File: src/rtl/ctrl_pkg.sv
// Shared control definitions for the RV32 main-control pipeline: opcodes, ALUOp codes,
// the control bundle carried through ID/EX, EX/MEM and MEM/WB, and the sequencer state type.
package ctrl_pkg;

  localparam logic [6:0] OP_RTYPE = 7'b0110011;
  localparam logic [6:0] OP_ITYPE = 7'b0010011;
  localparam logic [6:0] OP_LW    = 7'b0000011;
  localparam logic [6:0] OP_SW    = 7'b0100011;
  localparam logic [6:0] OP_BEQ   = 7'b1100011;

  localparam logic [1:0] ALUOP_MEM = 2'b00;
  localparam logic [1:0] ALUOP_BEQ = 2'b01;
  localparam logic [1:0] ALUOP_R   = 2'b10;
  localparam logic [1:0] ALUOP_I   = 2'b11;

  localparam logic [6:0] MULDIV_FUNCT7 = 7'b0000001;

  typedef struct packed {
    logic       reg_write;
    logic       mem_to_reg;
    logic       mem_read;
    logic       mem_write;
    logic       alu_src;
    logic       branch;
    logic [1:0] alu_op;
    logic       is_mc;
  } ctrl_bundle_t;

  localparam ctrl_bundle_t CTRL_BUBBLE = '0;

  typedef enum logic {
    SEQ_IDLE = 1'b0,
    SEQ_BUSY = 1'b1
  } seq_state_t;

endpackage

File: src/rtl/ctrl_stage_reg.sv
// One pipeline control-bundle register: async active-low reset to bubble, hold has
// priority over bubble-load, otherwise the incoming bundle is captured.
module ctrl_stage_reg
  import ctrl_pkg::*;
(
  input  logic         clk_i,
  input  logic         rst_i,
  input  logic         hold_i,
  input  logic         bubble_i,
  input  ctrl_bundle_t d_i,
  output ctrl_bundle_t q_o
);

  ctrl_bundle_t r_q;

  always_ff @(posedge clk_i or negedge rst_i) begin
    if (!rst_i) begin
      r_q <= CTRL_BUBBLE;
    end else if (!hold_i) begin
      r_q <= bubble_i ? CTRL_BUBBLE : d_i;
    end
  end

  assign q_o = r_q;

endmodule

File: src/rtl/ctrl_pipe_seq.sv
// Main control for the 5-stage RV32 core with a multi-cycle EX sequencer for MUL-class ops.
// Optional macro CTRL_ILLEGAL_TRAP_EN enables the combinational illegal-opcode flag in ID.
module ctrl_pipe_seq
  import ctrl_pkg::*;
#(
  parameter  int OP_W    = 7,
  parameter  int ALUOP_W = 2,
  parameter  int MC_LAT  = 4,
  localparam int CNT_W   = $clog2(MC_LAT + 1)
) (
  input  logic               clk_i,
  input  logic               rst_i,
  input  logic [OP_W-1:0]    op_i,
  input  logic [6:0]         funct7_i,
  input  logic               noop_i,
  input  logic               flush_i,
  input  logic               mem_stall_i,
  output logic [ALUOP_W-1:0] alu_op_ex_o,
  output logic               alu_src_ex_o,
  output logic               branch_ex_o,
  output logic               mem_read_ex_o,
  output logic               mem_read_mem_o,
  output logic               mem_write_mem_o,
  output logic               reg_write_mem_o,
  output logic               reg_write_wb_o,
  output logic               mem_to_reg_wb_o,
  output logic               mc_stall_o,
  output logic               mc_done_o,
  output logic               illegal_o,
  output seq_state_t         dbg_state_o
);

  ctrl_bundle_t     w_dec;
  ctrl_bundle_t     w_idex;
  ctrl_bundle_t     w_exmem;
  ctrl_bundle_t     w_memwb;
  logic             w_known;
  logic             w_mul_ex;
  logic             w_last;
  logic             w_mc_stall;
  logic             w_mc_done;
  seq_state_t       r_state;
  seq_state_t       w_state_nxt;
  logic [CNT_W-1:0] r_cnt;
  logic [CNT_W-1:0] w_cnt_nxt;

  always_comb begin
    w_dec   = CTRL_BUBBLE;
    w_known = 1'b1;
    case (op_i)
      OP_RTYPE: begin
        w_dec.reg_write = 1'b1;
        w_dec.alu_op    = ALUOP_R;
        w_dec.is_mc     = (funct7_i == MULDIV_FUNCT7);
      end
      OP_ITYPE: begin
        w_dec.reg_write = 1'b1;
        w_dec.alu_src   = 1'b1;
        w_dec.alu_op    = ALUOP_I;
      end
      OP_LW: begin
        w_dec.reg_write  = 1'b1;
        w_dec.mem_to_reg = 1'b1;
        w_dec.mem_read   = 1'b1;
        w_dec.alu_src    = 1'b1;
        w_dec.alu_op     = ALUOP_MEM;
      end
      OP_SW: begin
        w_dec.mem_write = 1'b1;
        w_dec.alu_src   = 1'b1;
        w_dec.alu_op    = ALUOP_MEM;
      end
      OP_BEQ: begin
        w_dec.branch = 1'b1;
        w_dec.alu_op = ALUOP_BEQ;
      end
      default: w_known = 1'b0;
    endcase
    if (noop_i || !w_known) begin
      w_dec = CTRL_BUBBLE;
    end
  end

`ifdef CTRL_ILLEGAL_TRAP_EN
  assign illegal_o = rst_i & ~noop_i & ~w_known;
`else
  assign illegal_o = 1'b0;
`endif

  // Stall contract: mem_stall freezes every stage; mc_stall holds only ID/EX and
  // feeds bubbles downstream so MEM/WB keeps draining older instructions.
  ctrl_stage_reg u_idex (
    .clk_i    (clk_i),
    .rst_i    (rst_i),
    .hold_i   (mem_stall_i | w_mc_stall),
    .bubble_i (flush_i),
    .d_i      (w_dec),
    .q_o      (w_idex)
  );

  ctrl_stage_reg u_exmem (
    .clk_i    (clk_i),
    .rst_i    (rst_i),
    .hold_i   (mem_stall_i),
    .bubble_i (w_mc_stall),
    .d_i      (w_idex),
    .q_o      (w_exmem)
  );

  ctrl_stage_reg u_memwb (
    .clk_i    (clk_i),
    .rst_i    (rst_i),
    .hold_i   (mem_stall_i),
    .bubble_i (1'b0),
    .d_i      (w_exmem),
    .q_o      (w_memwb)
  );

  assign w_mul_ex = w_idex.is_mc && (w_idex.alu_op == ALUOP_R);
  assign w_last   = (r_cnt == CNT_W'(MC_LAT - 1));

  always_ff @(posedge clk_i or negedge rst_i) begin
    if (!rst_i) begin
      r_state <= SEQ_IDLE;
      r_cnt   <= '0;
    end else begin
      r_state <= w_state_nxt;
      r_cnt   <= w_cnt_nxt;
    end
  end

  always_comb begin
    w_state_nxt = r_state;
    w_cnt_nxt   = r_cnt;
    if (!mem_stall_i) begin
      case (r_state)
        SEQ_IDLE: begin
          if (w_mul_ex && (MC_LAT > 1)) begin
            w_state_nxt = SEQ_BUSY;
            w_cnt_nxt   = CNT_W'(1);
          end
        end
        SEQ_BUSY: begin
          if (w_last) begin
            w_state_nxt = SEQ_IDLE;
            w_cnt_nxt   = '0;
          end else begin
            w_cnt_nxt = r_cnt + CNT_W'(1);
          end
        end
        default: begin
          w_state_nxt = SEQ_IDLE;
          w_cnt_nxt   = '0;
        end
      endcase
    end
  end

  // The stall is Mealy on the ID/EX bundle so the first EX cycle of a MUL already stalls.
  always_comb begin
    w_mc_stall = 1'b0;
    w_mc_done  = 1'b0;
    case (r_state)
      SEQ_IDLE: begin
        if (w_mul_ex) begin
          if (MC_LAT > 1) w_mc_stall = 1'b1;
          else            w_mc_done  = ~mem_stall_i;
        end
      end
      SEQ_BUSY: begin
        w_mc_stall = ~w_last;
        w_mc_done  = w_last & ~mem_stall_i;
      end
      default: begin
        w_mc_stall = 1'b0;
        w_mc_done  = 1'b0;
      end
    endcase
  end

  assign alu_op_ex_o     = ALUOP_W'(w_idex.alu_op);
  assign alu_src_ex_o    = w_idex.alu_src;
  assign branch_ex_o     = w_idex.branch;
  assign mem_read_ex_o   = w_idex.mem_read;
  assign mem_read_mem_o  = w_exmem.mem_read;
  assign mem_write_mem_o = w_exmem.mem_write;
  assign reg_write_mem_o = w_exmem.reg_write;
  assign reg_write_wb_o  = w_memwb.reg_write;
  assign mem_to_reg_wb_o = w_memwb.mem_to_reg;
  assign mc_stall_o      = w_mc_stall;
  assign mc_done_o       = w_mc_done;
  assign dbg_state_o     = r_state;

  logic w_unused;
  assign w_unused = ^{w_memwb.mem_read, w_memwb.mem_write, w_memwb.alu_src,
                      w_memwb.branch, w_memwb.alu_op, w_memwb.is_mc, w_known};

endmodule

File: config.mk
export PLATFORM = sky130hd
export DESIGN_NAME = ctrl_pipe_seq
export DESIGN_NICKNAME = d
export VERILOG_FILES = /design/src/rtl/ctrl_pkg.sv /design/src/rtl/ctrl_stage_reg.sv /design/src/rtl/ctrl_pipe_seq.sv
export SDC_FILE = /design/constraint.sdc
export NUM_CORES = 1
export LEC_CHECK = 0
export BUFFER_PORTS_ARGS = -buffer_cell sky130_fd_sc_hd__buf_2
export CAP_MARGIN = 10
export CORE_ASPECT_RATIO = 0.6
export CORE_MARGIN = 2
export CORE_UTILIZATION = 38
export DETAILED_ROUTE_END_ITERATION = 7
export PLACE_DENSITY_LB_ADDON = 0.12
export SLEW_MARGIN = 20
export SYNTH_ARGS = -nofsm -noshare
export SYNTH_HDL_FRONTEND = slang
export SYNTH_SLANG_ARGS = --single-unit
export TNS_END_PERCENT = 30
File: constraint.sdc
create_clock -name clk_i -period 2.41 [get_ports clk_i]
set_input_delay 0.241 -clock clk_i [delete_from_list [all_inputs] [get_ports clk_i]]
set_output_delay 0.241 -clock clk_i [all_outputs]
set_load 0.01 [all_outputs]
==> reports/qor.yml, run 1 <==
routed-wl-met3_um: 78
ctsHtreeMaxLevel: 1
number_of_global_route_vias_before_repair: 603
finalCriticalPeriod_ns: 1.78
core_area_mm2: 0.00216
cts_max_path_buffers: 2
vias: 691
drive_gt1_share_pct: 35.7
grt_pass1_wl_um: 2740
grt_start_max_net_pins: 22
worstSetupStartpointType: "register"
drv_slew: 0
timing.critical_path.arrival_ns: 1.93
ys_dominant_reg_cell: "sky130_fd_sc_hd__dfrtp_1"
master_cell_of_the_clock_root_buffer: "sky130_fd_sc_hd__clkbuf_8"
path_clk_slew_ns: 0.06
highest-signal-layer: "met4"
overflow: 0
maximum_fanout_along_the_worst_path: 14
crit_path_end_kind: "register"
most_frequent_standard_cell_in_the_layout_excluding_fill_and_tap_cells: "sky130_fd_sc_hd__buf_2"
dr.pass1.iters: 4
finalSetupViolCount: 0
nets: 133
grt_antenna_before_repair: 0
post_synth.cell_area_avg_um2: 10.3
timing.setup.tns_ns: 0
multi_input_comb_area_um2: 375
ys_top_cells_by_area: "sky130_fd_sc_hd__dfrtp_1, sky130_fd_sc_hd__o21ai_0, sky130_fd_sc_hd__o31ai_1"
critical_path_class: "reg2reg"
wl_per_cell_um: 12.1
clock_network_latency_to_the_later_pin_of_the_worst_skew_pair_ns: 0.25
die_area_mm2: 0.00269
rsz0062_at_grt: "false"
grt.total_usage_pct: 14.3
remaining_drcs: 0
routed_wl_um: 1720
routed_via_density: 4.87
yosysWarningCount: 0
numClockSinks: 17
fill_cells: 210
width_of_the_die_um: 65.6
power_density_mw_per_mm2: 508
start_util_pct: 40.0
wl_met2_um: 705
drt_iter0_drc: 14
total_power_mw: 0.541
peak_freq_mhz: 562
detailedPlacementHpwl_um: 1270
floorplan.die.height_um: 41.0
yosysSeqAreaShare_pct: 49.1
min-delay-path-class: "in2reg"
post_cts_resized: 0
ir_drop_v: 0.000290
final_antenna_net_count: 0
wl_met1_um: 918
most-common-layout-cells: "sky130_fd_sc_hd__buf_2, sky130_fd_sc_hd__dfrtp_1, sky130_fd_sc_hd__o21ai_0, sky130_fd_sc_hd__o31ai_1, sky130_fd_sc_hd__nand2_1"
netlist_instances: 84
synthArstFlopShare_pct: 100
final_weighted_congestion_of_routability_driven_global_placement: 0.783
cts_tree: "built"
placement.io_buffers: 31
mappedNetlistArea_um2: 866
post_synth_edffs: 0
yosys_register_bits: 17
synth_top_area_share_pct: 49.1
synth_top_cell_by_area: "sky130_fd_sc_hd__dfrtp_1"
area.sequential_um2: 425
syn_nets: 104
num_cts_buffers: 3
netlist-cell-type-count: 31
required_ns: 2.56
hold_ws_ns: 0.220
final.setup_skew_ns: 0.00119
antenna-diode-count: 0
placement_rows: 13
max_cap_viol: 0
finalCritPeriodShare_pct: 73.8
io_pins: 33
leakagePower_nw: 0.530
status: "complete, no violations"
final_hold_viol_count: 0
area.growth.synth_to_final_pct: 22.8
flip-flops by register name (all words and copies together) (netlist names):
| signal | flops |
|---|---|
| dbg_state_o | 1 |
| u_idex.q_o | 8 |
| r_cnt | 3 |
| u_exmem.q_o | 3 |
| u_memwb.q_o | 2 |
metal layers:
metal,vias up,global-route usage (%)
met1,321,18.6
li1,352,-
met5,-,0
met2,15,23.7
met3,3,4.95
met4,0,3.13
timing repair:
item                                   CTS  global route
endpoints found under the hold margin   17             0
buffers inserted                         0             0
hold buffers                             1             0
layout make-up:
| cell class | count | share of cell area (%) |
|---|---|---|
| tap | 30 | 3.53 |
| sequential | 17 | 40.0 |
| inverter | 4 | 1.41 |
| timing repair buffer | 32 | 15.5 |
| clock buffer | 4 | 4.24 |
| multi-input combinational | 55 | 35.3 |
stage by stage:
step	instance area [um^2]	worst slack, ns	utilization (%)	std cells
final	1060	0.632	49.2	142
after global routing	1060	0.462	49.2	142
after CTS	1060	0.628	49.2	142
after detailed placement	1010	0.632	46.6	137
after global placement	1010	0.701	46.6	137
after floorplan	866	0.860	-	84
synth_stat cells, types with 3 or more instances:
| master | count |
|---|---|
| sky130_fd_sc_hd__buf_4 | 3 |
| sky130_fd_sc_hd__clkbuf_1 | 3 |
| sky130_fd_sc_hd__dfrtp_1 | 17 |
| sky130_fd_sc_hd__inv_1 | 4 |
| sky130_fd_sc_hd__mux2_2 | 3 |
| sky130_fd_sc_hd__nand2_1 | 5 |
| sky130_fd_sc_hd__nand2b_1 | 4 |
| sky130_fd_sc_hd__o21ai_0 | 12 |
| sky130_fd_sc_hd__o31ai_1 | 6 |
path summary, 6_finish.rpt:
| check | startpoint | cells after the start | slack (ns) | to |
|---|---|---|---|---|
| setup / recovery | r_cnt[1]$_DFFE_PN0P_ | 5 | 0.63 | u_idex.q_o[5]$_DFFE_PN0N_ |
| hold reg to reg | u_exmem.q_o[5]$_DFFE_PN0N_ | 2 | 0.48 | u_exmem.q_o[5]$_DFFE_PN0N_ |
| min in group asynchronous | rst_i | 2 | 0.43 | u_exmem.q_o[6]$_DFFE_PN0N_ |
| max in group asynchronous | rst_i | 2 | 1.71 | u_exmem.q_o[8]$_DFFE_PN0N_ |
| setup reg to reg | r_cnt[1]$_DFFE_PN0P_ | 5 | 0.63 | u_idex.q_o[5]$_DFFE_PN0N_ |
| hold / removal | op_i[4] | 2 | 0.22 | u_idex.q_o[6]$_DFFE_PN0N_ |
cell families (layout without fill, tap and decap cells):
family / count (synthesis) / in the layout / synth area share, %
AO/OA/AOI/OAI: 25 / 25 / 20.2
adder cells (fa/ha/maj): 1 / 1 / 1.44
buffers and inverters: 12 / 40 / 7.51
flip-flops: 17 / 17 / 49.1
multiplexers: 4 / 4 / 5.06
other: 1 / 1 / 0.433
AND/OR/NAND/NOR: 24 / 24 / 16.2
power by group:
| part | internal, mW | switching (mW) |
|---|---|---|
| sequential | 0.287 | 0.000956 |
| clock | 0.117 | 0.0931 |
| combinational | 0.0185 | 0.0240 |
| total | 0.423 | 0.118 |
critical path, stage by stage (launching register included):
cell	delay, ns
sky130_fd_sc_hd__dfrtp_1	0.35
sky130_fd_sc_hd__ha_1	0.16
sky130_fd_sc_hd__nand2b_1	0.09
sky130_fd_sc_hd__a32o_2	0.32
sky130_fd_sc_hd__or2_0	0.39
sky130_fd_sc_hd__o41ai_2	0.38
Note: power is estimated with default switching activity, not from simulation.
==> run 2: changes to the inputs <==
==> constraint.sdc (replaced) <==
create_clock -name clk_i -period 1.75 [get_ports clk_i]
set_input_delay 0.175 -clock clk_i [delete_from_list [all_inputs] [get_ports clk_i]]
set_output_delay 0.175 -clock clk_i [all_outputs]
set_load 0.01 [all_outputs]
==> reports/qor.yml, run 2 (synthesis results as in run 1) <==
status: "complete, no violations"
grt_antenna_before_repair: 0
drt_iter0_drc: 24
cpMaxStageDelayCell: "sky130_fd_sc_hd__dfrtp_1"
maximum_fanout_along_the_worst_path: 13
leakagePower_nw: 0.536
most_frequent_standard_cell_in_the_layout_excluding_fill_and_tap_cells: "sky130_fd_sc_hd__buf_2"
ir_drop_v: 0.000451
master_cell_of_the_clock_root_buffer: "sky130_fd_sc_hd__clkbuf_8"
area.growth.synth_to_final_pct: 24.1
grt_start_max_net_pins: 22
placement_rows: 13
core_area_mm2: 0.00216
worst_r2r_path_depth: 6
rsz0062_at_grt: "false"
worstSetupStartpointType: "register"
post-place-cells: 138
path_clk_slew_ns: 0.06
final_weighted_congestion_of_routability_driven_global_placement: 0.772
cp_slowest_stage_delay_ns: 0.38
final_antenna_net_count: 0
dr.pass1.iters: 4
start_util_pct: 40.0
routed_wl_um: 1710
clock_network_latency_to_the_later_pin_of_the_worst_skew_pair_ns: 0.25
detailedPlacementHpwl_um: 1290
overflow: 0
vias: 683
peak_freq_mhz: 627
min-delay-path-class: "in2reg"
die_area_mm2: 0.00269
most-common-layout-cells: "sky130_fd_sc_hd__buf_2, sky130_fd_sc_hd__dfrtp_1, sky130_fd_sc_hd__o21ai_0, sky130_fd_sc_hd__o31ai_1, sky130_fd_sc_hd__nand2_1"
remaining_drcs: 0
cts_max_path_buffers: 2
path_cells: "ha_1 -> nand2b_1 -> a32o_2 -> buf_4 -> buf_2"
ctsHtreeMaxLevel: 1
final.setup_skew_ns: 0.00278
fill_cells: 212
largest_register_ffs: 8
hold_depth: 2
routed_via_density: 4.78
placement.io_buffers: 31
antenna-diode-count: 0
fin_util_pct: 49.7
floorplan.die.height_um: 41.0
worst_slack_at_placement_ns: 0.0532
nets: 134
power_density_mw_per_mm2: 690
path_delay_family: "flip-flops"
post_cts.repair.setup_buffers: 0
finalCritPeriodShare_pct: 91.1
num_cts_buffers: 3
drv_slew: 0
numClockSinks: 17
finalSetupViolCount: 0
timing.critical_path.arrival_ns: 1.42
crit_path_end_kind: "output pin"
wl_per_cell_um: 12.0
timing.critical_path.buf_inv: 2
grt.total_usage_pct: 14.5
timing.setup.tns_ns: 0
number_of_global_route_vias_before_repair: 577
required_ns: 1.57
final_hold_viol_count: 0
grt_pass1_wl_um: 2790
critical_path_class: "reg2out"
width_of_the_die_um: 65.6
layoutNonFillerInstCount: 143
timing.critical_path.depth: 5
drive_gt1_share_pct: 38.1
max_cap_viol: 0
io_pins: 33
cts_tree: "built"
finalCriticalPeriod_ns: 1.59
final.setup.worst_slack_ns: 0.156
## run 2: changes by cell type in the layout (fill, tap and decap cells not counted)
cell and change:
sky130_fd_sc_hd__or2_0 -1, sky130_fd_sc_hd__buf_4 +1, sky130_fd_sc_hd__dfrtp_2 +1, sky130_fd_sc_hd__or2_4 +1, sky130_fd_sc_hd__dfrtp_1 -1
## run 2: layer usage
metal	share of wire [%]	GRT usage, %	wire [um]
met4	0	1.56	0
met2	43	23.0	742
met3	6.5	5.49	112
met1	50	19.8	859
met5	0	0	0
## run 2: report_power, final
group / internal [mW] / switching, mW / leakage (nW)
sequential: 0.395 / 0.00123 / 0.228
clock: 0.161 / 0.124 / 0.0228
combinational: 0.0267 / 0.0332 / 0.285
## run 2: area by class of cell
type / count / area [um^2] / area share [%]
inverter: 4 / 15.0 / 1.40
multi-input combinational: 55 / 378 / 35.2
clock buffer: 4 / 45.0 / 4.19
tap: 30 / 37.5 / 3.49
sequential: 17 / 427 / 39.7
timing repair buffer: 33 / 173 / 16.1
## run 2: what timing repair did
action,4_1_cts,5_1_grt
hold endpoints to repair,17,0
hold buffers,1,0
resized for setup,0,3
endpoints found under the setup margin,0,7
## run 2: path summary, 6_finish.rpt
check                                      startpoint                          to  slack, ns
setup / recovery                 r_cnt[0]$_DFFE_PN0P_                  mc_stall_o       0.16
hold / removal                                op_i[4]   u_idex.q_o[6]$_DFFE_PN0N_       0.16
setup reg to reg                 r_cnt[1]$_DFFE_PN0P_   u_idex.q_o[5]$_DFFE_PN0N_       0.20
hold reg to reg            u_exmem.q_o[5]$_DFFE_PN0N_  u_exmem.q_o[5]$_DFFE_PN0N_       0.49
max in group asynchronous                       rst_i     dbg_state_o$_DFFE_PN0N_       1.10
min in group asynchronous                       rst_i  u_exmem.q_o[6]$_DFFE_PN0N_       0.37
## run 2: worst register-to-register path, delay by kind of cell (launching register included)
kind,cells,cell delay [ns]
compound gates,3,0.63
fa+ha+maj,1,0.18
buf+inv,1,0.17
flops,1,0.35
simple gates,1,0.09
## run 2: per-stage QoR
| stage | power, mW | instance area, um^2 | hold WS, ns |
|---|---|---|---|
| 2_1_floorplan | 0.432 | 866 | -0.121 |
| 3_3_place_gp | 0.461 | 1020 | 0.116 |
| 3_5_place_dp | 0.462 | 1020 | 0.115 |
| 4_1_cts | 0.750 | 1070 | 0.161 |
| 5_1_grt | 0.786 | 1070 | 0.170 |
| 6_report | 0.742 | 1070 | 0.159 |
